$ cat config.mk
export PLATFORM = sky130hd
export DESIGN_NAME = fetch_ctrl_flat
export DESIGN_NICKNAME = d
export VERILOG_FILES = /design/src/rtl/fetch_pkg.sv /design/src/rtl/fetch_if.sv /design/src/rtl/fetch_fifo.sv /design/src/rtl/fetch_ctrl.sv /design/src/flat_wrapper.sv
export SDC_FILE = /design/constraint.sdc
export NUM_CORES = 1
export LEC_CHECK = 0
export ABC_AREA = 1
export BUFFER_PORTS_ARGS = -buffer_cell sky130_fd_sc_hd__buf_2
export CAP_MARGIN = 20
export CORE_MARGIN = 5
export CORE_UTILIZATION = 45
export CTS_BUF_LIST = sky130_fd_sc_hd__clkbuf_16
export CTS_CLUSTER_DIAMETER = 60
export DETAILED_ROUTE_END_ITERATION = 10
export HOLD_SLACK_MARGIN = 0.15
export MAX_ROUTING_LAYER = met4
export PLACE_DENSITY_LB_ADDON = 0.08
export SLEW_MARGIN = 5
export SYNTH_ARGS = -nofsm -noshare
export SYNTH_HDL_FRONTEND = slang
export SYNTH_SLANG_ARGS = --single-unit
$ cat constraint.sdc
create_clock -name clk -period 5.48 [get_ports clk]
set_input_delay 1.096 -clock clk [delete_from_list [all_inputs] [get_ports clk]]
set_output_delay 1.096 -clock clk [all_outputs]
set_load 0.05 [all_outputs]
$ cat src/rtl/fetch_pkg.sv
// Shared types for the instruction fetch controller: FSM states and the buffered
// {pc, instr} entry.
package fetch_pkg;

  typedef enum logic [1:0] {
    IDLE  = 2'd0,
    FETCH = 2'd1,
    HALT  = 2'd2
  } fetch_state_t;

  typedef struct packed {
    logic [31:0] pc;
    logic [31:0] instr;
  } fetch_entry_t;

  localparam logic [31:0] INSTR_BYTES = 32'd4;

endpackage

$ cat src/rtl/fetch_if.sv
// Valid/ready bus from the fetch buffer head to decode.
interface fetch_if;
  logic        out_valid;
  logic        out_ready;
  logic [31:0] out_instr;
  logic [31:0] out_pc;

  modport master (output out_valid, output out_instr, output out_pc, input out_ready);
  modport slave  (input out_valid, input out_instr, input out_pc, output out_ready);
endinterface

$ cat src/rtl/fetch_fifo.sv
// DEPTH-entry fetch buffer with push/pop/flush; the head reads as zero while empty.
module fetch_fifo
  import fetch_pkg::*;
#(
  parameter int DEPTH = 2
) (
  input  logic                     clk,
  input  logic                     rst_n,
  input  logic                     push,
  input  logic                     pop,
  input  logic                     flush,
  input  fetch_entry_t             wr_entry,
  output fetch_entry_t             rd_entry,
  output logic [$clog2(DEPTH):0]   count
);

  localparam int PW = $clog2(DEPTH);
  localparam int CW = PW + 1;

  fetch_entry_t    mem_q [DEPTH];
  logic [PW-1:0]   wr_ptr_q, wr_ptr_d;
  logic [PW-1:0]   rd_ptr_q, rd_ptr_d;
  logic [CW-1:0]   count_q, count_d;

  always_comb begin
    wr_ptr_d = wr_ptr_q;
    rd_ptr_d = rd_ptr_q;
    count_d  = count_q;
    if (flush) begin
      wr_ptr_d = '0;
      rd_ptr_d = '0;
      count_d  = '0;
    end else begin
      if (push) wr_ptr_d = wr_ptr_q + PW'(1);
      if (pop)  rd_ptr_d = rd_ptr_q + PW'(1);
      count_d = count_q + CW'(push) - CW'(pop);
    end
  end

  always_ff @(posedge clk or negedge rst_n) begin
    if (!rst_n) begin
      wr_ptr_q <= '0;
      rd_ptr_q <= '0;
      count_q  <= '0;
    end else begin
      wr_ptr_q <= wr_ptr_d;
      rd_ptr_q <= rd_ptr_d;
      count_q  <= count_d;
    end
  end

  // Storage needs no reset: the head is masked to zero whenever the buffer is empty.
  always_ff @(posedge clk) begin
    if (push && !flush) mem_q[wr_ptr_q] <= wr_entry;
  end

  assign rd_entry = (count_q != '0) ? mem_q[rd_ptr_q] : '0;
  assign count    = count_q;

endmodule

$ cat src/rtl/fetch_ctrl.sv
// Fetch sequencer: PC register, IDLE/FETCH/HALT FSM and fetch buffer toward decode.
// Optional FETCH_PERF_EN adds saturating push and stall counters.
module fetch_ctrl
  import fetch_pkg::*;
#(
  parameter logic [31:0] RESET_PC = 32'h0000_0000,
  parameter logic [31:0] END_ADDR = 32'h0000_0080,
  parameter int          DEPTH    = 2
) (
  input  logic          clk,
  input  logic          rst_n,
  input  logic          start,
  input  logic          redirect_valid,
  input  logic [31:0]   redirect_pc,
  output logic [31:0]   pc,
  input  logic [31:0]   instr_in,
  fetch_if.master       dec,
`ifdef FETCH_PERF_EN
  output logic [31:0]   perf_fetched,
  output logic [31:0]   perf_stalls,
`endif
  output logic          busy,
  output logic          halted
);

  localparam int CW = $clog2(DEPTH) + 1;

  fetch_state_t  state_q, state_d;
  logic [31:0]   pc_q, pc_d;
  logic          pop, push, flush, stall;
  logic          redirect_take, start_take;
  logic [CW-1:0] count;
  fetch_entry_t  head, tail;

  assign tail = {pc_q, instr_in};

  // Redirect outranks start, which outranks normal fetch/halt progress.
  always_comb begin
    state_d       = state_q;
    pc_d          = pc_q;
    push          = 1'b0;
    flush         = 1'b0;
    stall         = 1'b0;
    pop           = dec.out_valid & dec.out_ready;
    redirect_take = redirect_valid && (state_q != IDLE);
    start_take    = start && !redirect_take;
    if (redirect_take) begin
      flush   = 1'b1;
      state_d = FETCH;
      pc_d    = redirect_pc & ~32'd3;
    end else if (start_take) begin
      flush   = (state_q == FETCH);
      state_d = FETCH;
      pc_d    = RESET_PC;
    end else if (state_q == FETCH) begin
      if (pc_q >= END_ADDR) begin
        state_d = HALT;
      end else if ((count != CW'(DEPTH)) || pop) begin
        push = 1'b1;
        pc_d = pc_q + INSTR_BYTES;
      end else begin
        stall = 1'b1;
      end
    end
  end

  always_ff @(posedge clk or negedge rst_n) begin
    if (!rst_n) begin
      state_q <= IDLE;
      pc_q    <= RESET_PC;
    end else begin
      state_q <= state_d;
      pc_q    <= pc_d;
    end
  end

  fetch_fifo #(.DEPTH(DEPTH)) u_fifo (
    .clk      (clk),
    .rst_n    (rst_n),
    .push     (push),
    .pop      (pop),
    .flush    (flush),
    .wr_entry (tail),
    .rd_entry (head),
    .count    (count)
  );

  assign pc            = pc_q;
  assign dec.out_valid = (count != '0);
  assign dec.out_instr = head.instr;
  assign dec.out_pc    = head.pc;
  assign busy          = (state_q == FETCH) || (count != '0);
  assign halted        = (state_q == HALT) && (count == '0);

`ifdef FETCH_PERF_EN
  logic [31:0] perf_fetched_q, perf_fetched_d;
  logic [31:0] perf_stalls_q, perf_stalls_d;

  always_comb begin
    perf_fetched_d = perf_fetched_q;
    perf_stalls_d  = perf_stalls_q;
    if (start_take) begin
      perf_fetched_d = '0;
      perf_stalls_d  = '0;
    end else begin
      if (push && (perf_fetched_q != 32'hFFFF_FFFF)) perf_fetched_d = perf_fetched_q + 32'd1;
      if (stall && (perf_stalls_q != 32'hFFFF_FFFF)) perf_stalls_d = perf_stalls_q + 32'd1;
    end
  end

  always_ff @(posedge clk or negedge rst_n) begin
    if (!rst_n) begin
      perf_fetched_q <= '0;
      perf_stalls_q  <= '0;
    end else begin
      perf_fetched_q <= perf_fetched_d;
      perf_stalls_q  <= perf_stalls_d;
    end
  end

  assign perf_fetched = perf_fetched_q;
  assign perf_stalls  = perf_stalls_q;
`endif

endmodule

$ cat src/flat_wrapper.sv
// flat-port wrapper written by rule: the top's interface ports become plain ports
module fetch_ctrl_flat import fetch_pkg::*;
#(
  parameter logic [31:0] RESET_PC = 32'h0000_0000,
  parameter logic [31:0] END_ADDR = 32'h0000_0080,
  parameter int          DEPTH    = 2
)
  (clk, rst_n, start, redirect_valid, redirect_pc, pc, instr_in, busy, halted, dec_out_valid, dec_out_instr, dec_out_pc, dec_out_ready);
  fetch_if dec_i ();
  input  logic clk;
  input  logic rst_n;
  input  logic start;
  input  logic redirect_valid;
  input  logic [31:0] redirect_pc;
  output logic [31:0] pc;
  input  logic [31:0] instr_in;
  output logic busy;
  output logic halted;
  output wire logic [$bits(dec_i.out_valid)-1:0] dec_out_valid;
  output wire logic [$bits(dec_i.out_instr)-1:0] dec_out_instr;
  output wire logic [$bits(dec_i.out_pc)-1:0] dec_out_pc;
  input wire logic [$bits(dec_i.out_ready)-1:0] dec_out_ready;
  assign dec_out_valid = dec_i.out_valid;
  assign dec_out_instr = dec_i.out_instr;
  assign dec_out_pc = dec_i.out_pc;
  assign dec_i.out_ready = dec_out_ready;
  fetch_ctrl #(.RESET_PC(RESET_PC), .END_ADDR(END_ADDR), .DEPTH(DEPTH)) u_core (.clk(clk), .rst_n(rst_n), .start(start), .redirect_valid(redirect_valid), .redirect_pc(redirect_pc), .pc(pc), .instr_in(instr_in), .dec(dec_i), .busy(busy), .halted(halted));
endmodule
# == Word level (Yosys, flattened, before mapping) ==
# Memory sizes are Yosys's and may differ from the RTL's.
# Index checks and enable logic that the tools add are counted.
# classes
n_addsub,5
mul,0
div_mod_pow,0
n_lt_le_gt_ge,1
eq_ne,4
shift,0
n_mux,24
bitwise_logic,1
reduce_logical,18
# ops
op,n
two-way mux 32 bit,5
two-way mux 64 bit,1
adder 32 x 3 -> 32 bit (second input constant),1
greater-or-equal comparator 32 x 8 -> 1 bit (second input constant),1
two-way mux 1 bit,13
two-way mux 2 bit,5
nonzero test 3 bit,3
nonzero test 2 bit,4
logical AND 1 bit,4
!= test 3 x 1 -> 1 bit (second input constant),1
AND reduction 3 bit,1
adder 1 bit (second input constant),2
adder 2 x 1 -> 2 bit,1
== test 2 x 1 -> 1 bit (second input constant),1
== test 2 bit (second input constant),1
zero test 1 bit,2
zero test 2 bit,1
logical OR 1 bit,2
!= test 2 bit (second input constant),1
AND reduction 2 bit,1
subtractor 2 x 1 -> 2 bit,1
AND 1 bit,1
# totals
register_bits,38
latch_bits,0
ram_bits,128
romBits,0
inputBits,69
output_inout_bits,99
mem_count,1
# mem_list
memory,depth,word_bits,rd,rd_ports_with_merged_regs,wr,line_no,rtl
u_core.u_fifo.mem_q,2,64,1,0,1,fetch_fifo.sv:20,fetch_entry_t mem_q [DEPTH];

# == Longest topological paths before layout ==
# logic_depth
ltp_word,11
ltp_mapped,11
mapped_depth_nobuf,11

# == Hierarchy ==
# A second synthesis with hierarchy kept.
# hier_totals
cells_unflattened,571
hier_area_um2,6611.3
# by_module_without_submodules
mod,n_inst,cells_each,area_each_um2,seq_area_each_um2
fetch_fifo,1,368,4986.0,3943.8
fetch_ctrl,1,203,1625.3,800.8

# == Least setup slack after synthesis ==
# No wires, ideal clock.
# synth_timing
path_kind,input port to flip-flop
from,input redirect_valid
to,memory u_core.u_fifo.mem_q[1][0] (netlist name) (enable)
setup_time_ns,0.482
t_arrival_ns,4.209
required_time_ns,4.998
setup_slack_ns,0.788
cell_stages,6
path_cell_list,o21ai_2 > inv_2 > nor2_8 > buf_6 > nand3_2 > nor2_1
# synth_via
elab_chain_len,9
# synth_lines
item,line_no,rtl
"start, declared",flat_wrapper.sv:13,input logic redirect_valid;
logical AND 1 bit (*),fetch_ctrl.sv:45,redirect_take = redirect_valid && (state_q != IDLE);
zero test 1 bit,fetch_ctrl.sv:46,start_take = start && !redirect_take;
logical AND 1 bit,fetch_ctrl.sv:46,
two-way mux 1 bit,fetch_ctrl.sv:51,end else if (start_take) begin
two-way mux 1 bit,fetch_ctrl.sv:47,if (redirect_take) begin
zero test 1 bit,fetch_fifo.sv:54,if (push && !flush) mem_q[wr_ptr_q] <= wr_entry;
logical AND 1 bit (*),fetch_fifo.sv:54,
two-way mux 1 bit (*),fetch_fifo.sv:54,
two-way mux 1 bit (implied by the code) (*),fetch_fifo.sv:54,
"end, declared",fetch_fifo.sv:20,
# Every way passes the cells marked *; elsewhere a longest branch is shown, timed or not.

# == Final worst setup path ==
# layout_timing
from,"register u_core.u_fifo.count_q[1], in the netlist u_core.u_fifo.count[1]"
to,output dec_out_pc[7]
# layout_via
elab_chain_len,2
# layout_lines
item,line_no,rtl
"start, declared",fetch_fifo.sv:23,"logic [CW-1:0] count_q, count_d;"
"start signal, assigned",fetch_fifo.sv:48,count_q <= count_d;
nonzero test 2 bit,fetch_fifo.sv:57,assign rd_entry = (count_q != '0) ? mem_q[rd_ptr_q] : '0;
two-way mux 64 bit,fetch_fifo.sv:57,
"end, declared",flat_wrapper.sv:21,output wire logic [$bits(dec_i.out_pc)-1:0] dec_out_pc;
# No other way between the ends.

==> out/metrics.yaml <==
cts_resized: 0
synthFlopType: "edfxtp_1"
initial_core_util_pct: 45.23
wirelength_um: 14820
max_stage_delay_ns: 0.56
ys_seq_elements: 160
synth_top_area_share_pct: 57.30
hpwl_um: 9563
finClkSkew_ns: 0.007103
multiInputGateArea_um2: 1622
seq_area_frac_synth_pct: 71.16
clkSinkCount: 160
r2r-start: "u_core.state_q[0]$_DFFE_PN0P_"
path_cells: "nor2_4 -> buf_4 -> a21oi_1 -> buf_2"
drive_gt1_share_pct: 26.76
fill_cells: 1252
cts_root_buffer: "clkbuf_16"
power_frac_seq_pct: 44.0
die-area_um2: 16950
track_usage_pct: 18.36
worstHoldPathType: "reg2reg"
clockPowerShare_pct: 34.1
cts_tree: "built"
p_int_uw: 2141
viasPerCell: 4.934
finalCriticalPeriod_ns: 3.353
register_area_um2: 4626
power_switching_uw: 1021
synth-async-reset-ratio_pct: 22.50
start_kind: "flip-flop"
die_w_um: 130.2
synth-edff-count: 124
max_freq_mhz: 298.2
rsz0062_at_grt: "false"
arrival_ns: 2.26
pwr-share-comb_pct: 21.9
clk_latency_ns: 0.41
nets: 811
fin_crit_sh_pct: 61.19
timing.final.ws_setup_ns: 2.127
path_class: "reg2out"
m1WireLength_um: 6516
report.final.slew_viol_count: 0
final-hold-violation-count: 0
netlist_area_um2: 6499
setup_violations: 0
grt_pass1_wl_um: 22890
ys_types: 29
dr.first_iter.drc_count: 335
switching_share_pct: 32.29
grt_pass1_vias: 4507
ant_nets: 0
antenna_found_initial: 0
synth_common_cells: "208 x nand2_1, 124 x edfxtp_1, 65 x a21oi_1"
worst-path-buf-inv: 2
synth_most_common_cell: "nand2_1"
port_buffers: 161
path_delay_family: "buffers and inverters"
wl_per_cell_um: 15.85
p_per_area_nw_per_um2: 395.2
core-area_um2: 14370
dr.pass1.iters: 4
cp-startpoint: "u_core.u_fifo.count[1]$_DFF_PN0_"
grt_overflow: 0
drc: 0
yosysWarnings: 0
place_ws_ns: 1.866
top_layer_used: "met4"
worst_slew_pin_slew_ns: 0.9345
cts_buffers: 17
cts_setup_buffers: 0
htreeDepth: 4
finalSetupTns_ns: 0
vias: 4613
cp_slowest_cell: "buf_4"
holdBufCountCts: 0
slew_headroom_pct: 37.53
std_cell_rows: 44
antenna_cells: 0
avgSynthCellArea_um2: 11.19
die_h_um: 130.2
p_leak_uw: 0.003566
wl_met3_um: 973
grt_max_degree: 64
cap_viol_max_count: 0
met2WireLength_um: 7087
path_max_fanout: 47
yosysTopAreaCell: "edfxtp_1"
endpoint_kind: "output pin"
path_clk_slew_ns: 0.06
vdd_drop_max_mv: 0.2032
area_growth_pct: 23.14
ios: 168
cts_buffer_depth: 2
yosys-top-cells-area: "edfxtp_1 57%, dfrtp_1 14%, nand2_1 12%, a21oi_1 5.0%, nand3_1 1.9%"
post_synth_inst_count: 581
crit_required_ns: 4.38
gp_congestion: 0.7719
hp-start: "u_core.pc[22]$_DFFE_PN0P_"
outcome: "completed"
[path summary, 6_finish.rpt]
| kind | to | slack [ns] | cells past startpoint |
|---|---|---|---|
| max | dec_out_pc[7] | 2.13 | 4 |
| min | u_core.u_fifo.mem_q[1][54]$_DFFE_PP_ | 0.51 | 0 |
| max in group asynchronous | u_core.u_fifo.rd_ptr_q$_DFFE_PN0P_ | 4.10 | 1 |
| min reg2reg | u_core.u_fifo.mem_q[1][54]$_DFFE_PP_ | 0.51 | 0 |
| min in group asynchronous | u_core.pc[3]$_DFFE_PN0P_ | 0.79 | 1 |
| max reg2reg | u_core.u_fifo.mem_q[1][60]$_DFFE_PP_ | 2.59 | 6 |
[logic make-up after synthesis]
| kind of cell | count (synthesis) | share of synthesized area, % |
|---|---|---|
| xor gates and xnor gates | 3 | 0.4044 |
| other | 1 | 0.05770 |
| buffers and inverters | 62 | 4.293 |
| and+or+nand+nor | 269 | 16.67 |
| AOI/OAI and AO/OA | 82 | 6.642 |
| DFF | 160 | 71.16 |
| adders and majority gates | 4 | 0.7702 |
[flip-flops by register name, summed over array words and instances, names as in the netlist]
signal and count:
u_core.u_fifo.mem_q 124, u_core.pc 30, u_core.u_fifo.rd_ptr_q 1, u_core.state_q 2, u_core.u_fifo.wr_ptr_q 1, u_core.u_fifo.count 2
[stage by stage]
step / area (um^2) / power, uW / hold slack [ns] / util, % / std cells
after detailed placement: 7466 / 2117 / 0.5050 / 51.96 / 903
after global routing: 8003 / 3288 / 0.5408 / 55.69 / 935
after floorplan: 6510 / 1925 / 0.5232 / - / 584
after global placement: 7446 / 2108 / 0.5070 / 51.82 / 902
final: 8003 / 3162 / 0.5134 / 55.69 / 935
after CTS: 8003 / 3191 / 0.5185 / 55.69 / 935
[layout make-up]
type | count | share of cell area, %
Tap cell | 184 | 2.877
Multi-Input combinational cell | 362 | 20.26
Timing Repair Buffer | 167 | 10.94
Sequential cell | 160 | 57.80
Clock buffer | 17 | 5.316
Clock inverter | 15 | 1.391
Inverter | 30 | 1.407
[cell usage in the layout (no fill, tap or decap), drive strengths merged, types with 3 or more instances in the layout]
cell type	synthesis	layout
nor2	29	29
clkinv	0	9
ha	4	4
a22o	3	3
inv	30	34
buf	26	167
dfrtp	36	36
nand3	26	26
o21ai	12	12
nand2	210	210
conb	1	4
a21oi	66	66
clkbuf	6	17
edfxtp	124	124
[power by group through the flow]
stage                     registers [uW]  clock network [uW]  logic (uW)
after floorplan                     1490                   0         434
after global placement              1410                   0         694
after detailed placement            1420                   0         701
after CTS                           1390                1100         703
after global routing                1400                1150         743
final                               1390                1080         694
[worst reg2reg max path, stage by stage, from the launching register on]
cell and delay [ns]:
dfrtp_1 0.43, o21ai_2 0.18, inv_2 0.26, nor2_8 0.51
nand3_2 0.22, nor2_4 0.63, buf_12 0.34
[metal layers]
layer / track usage [%] / vias to the layer above
met1: 24.02 / 2180
li1: - / 2257
met5: - / -
met3: 3.684 / 21
met4: 6.785 / 0
met2: 28.58 / 155
(Power assumes the default switching activity.)
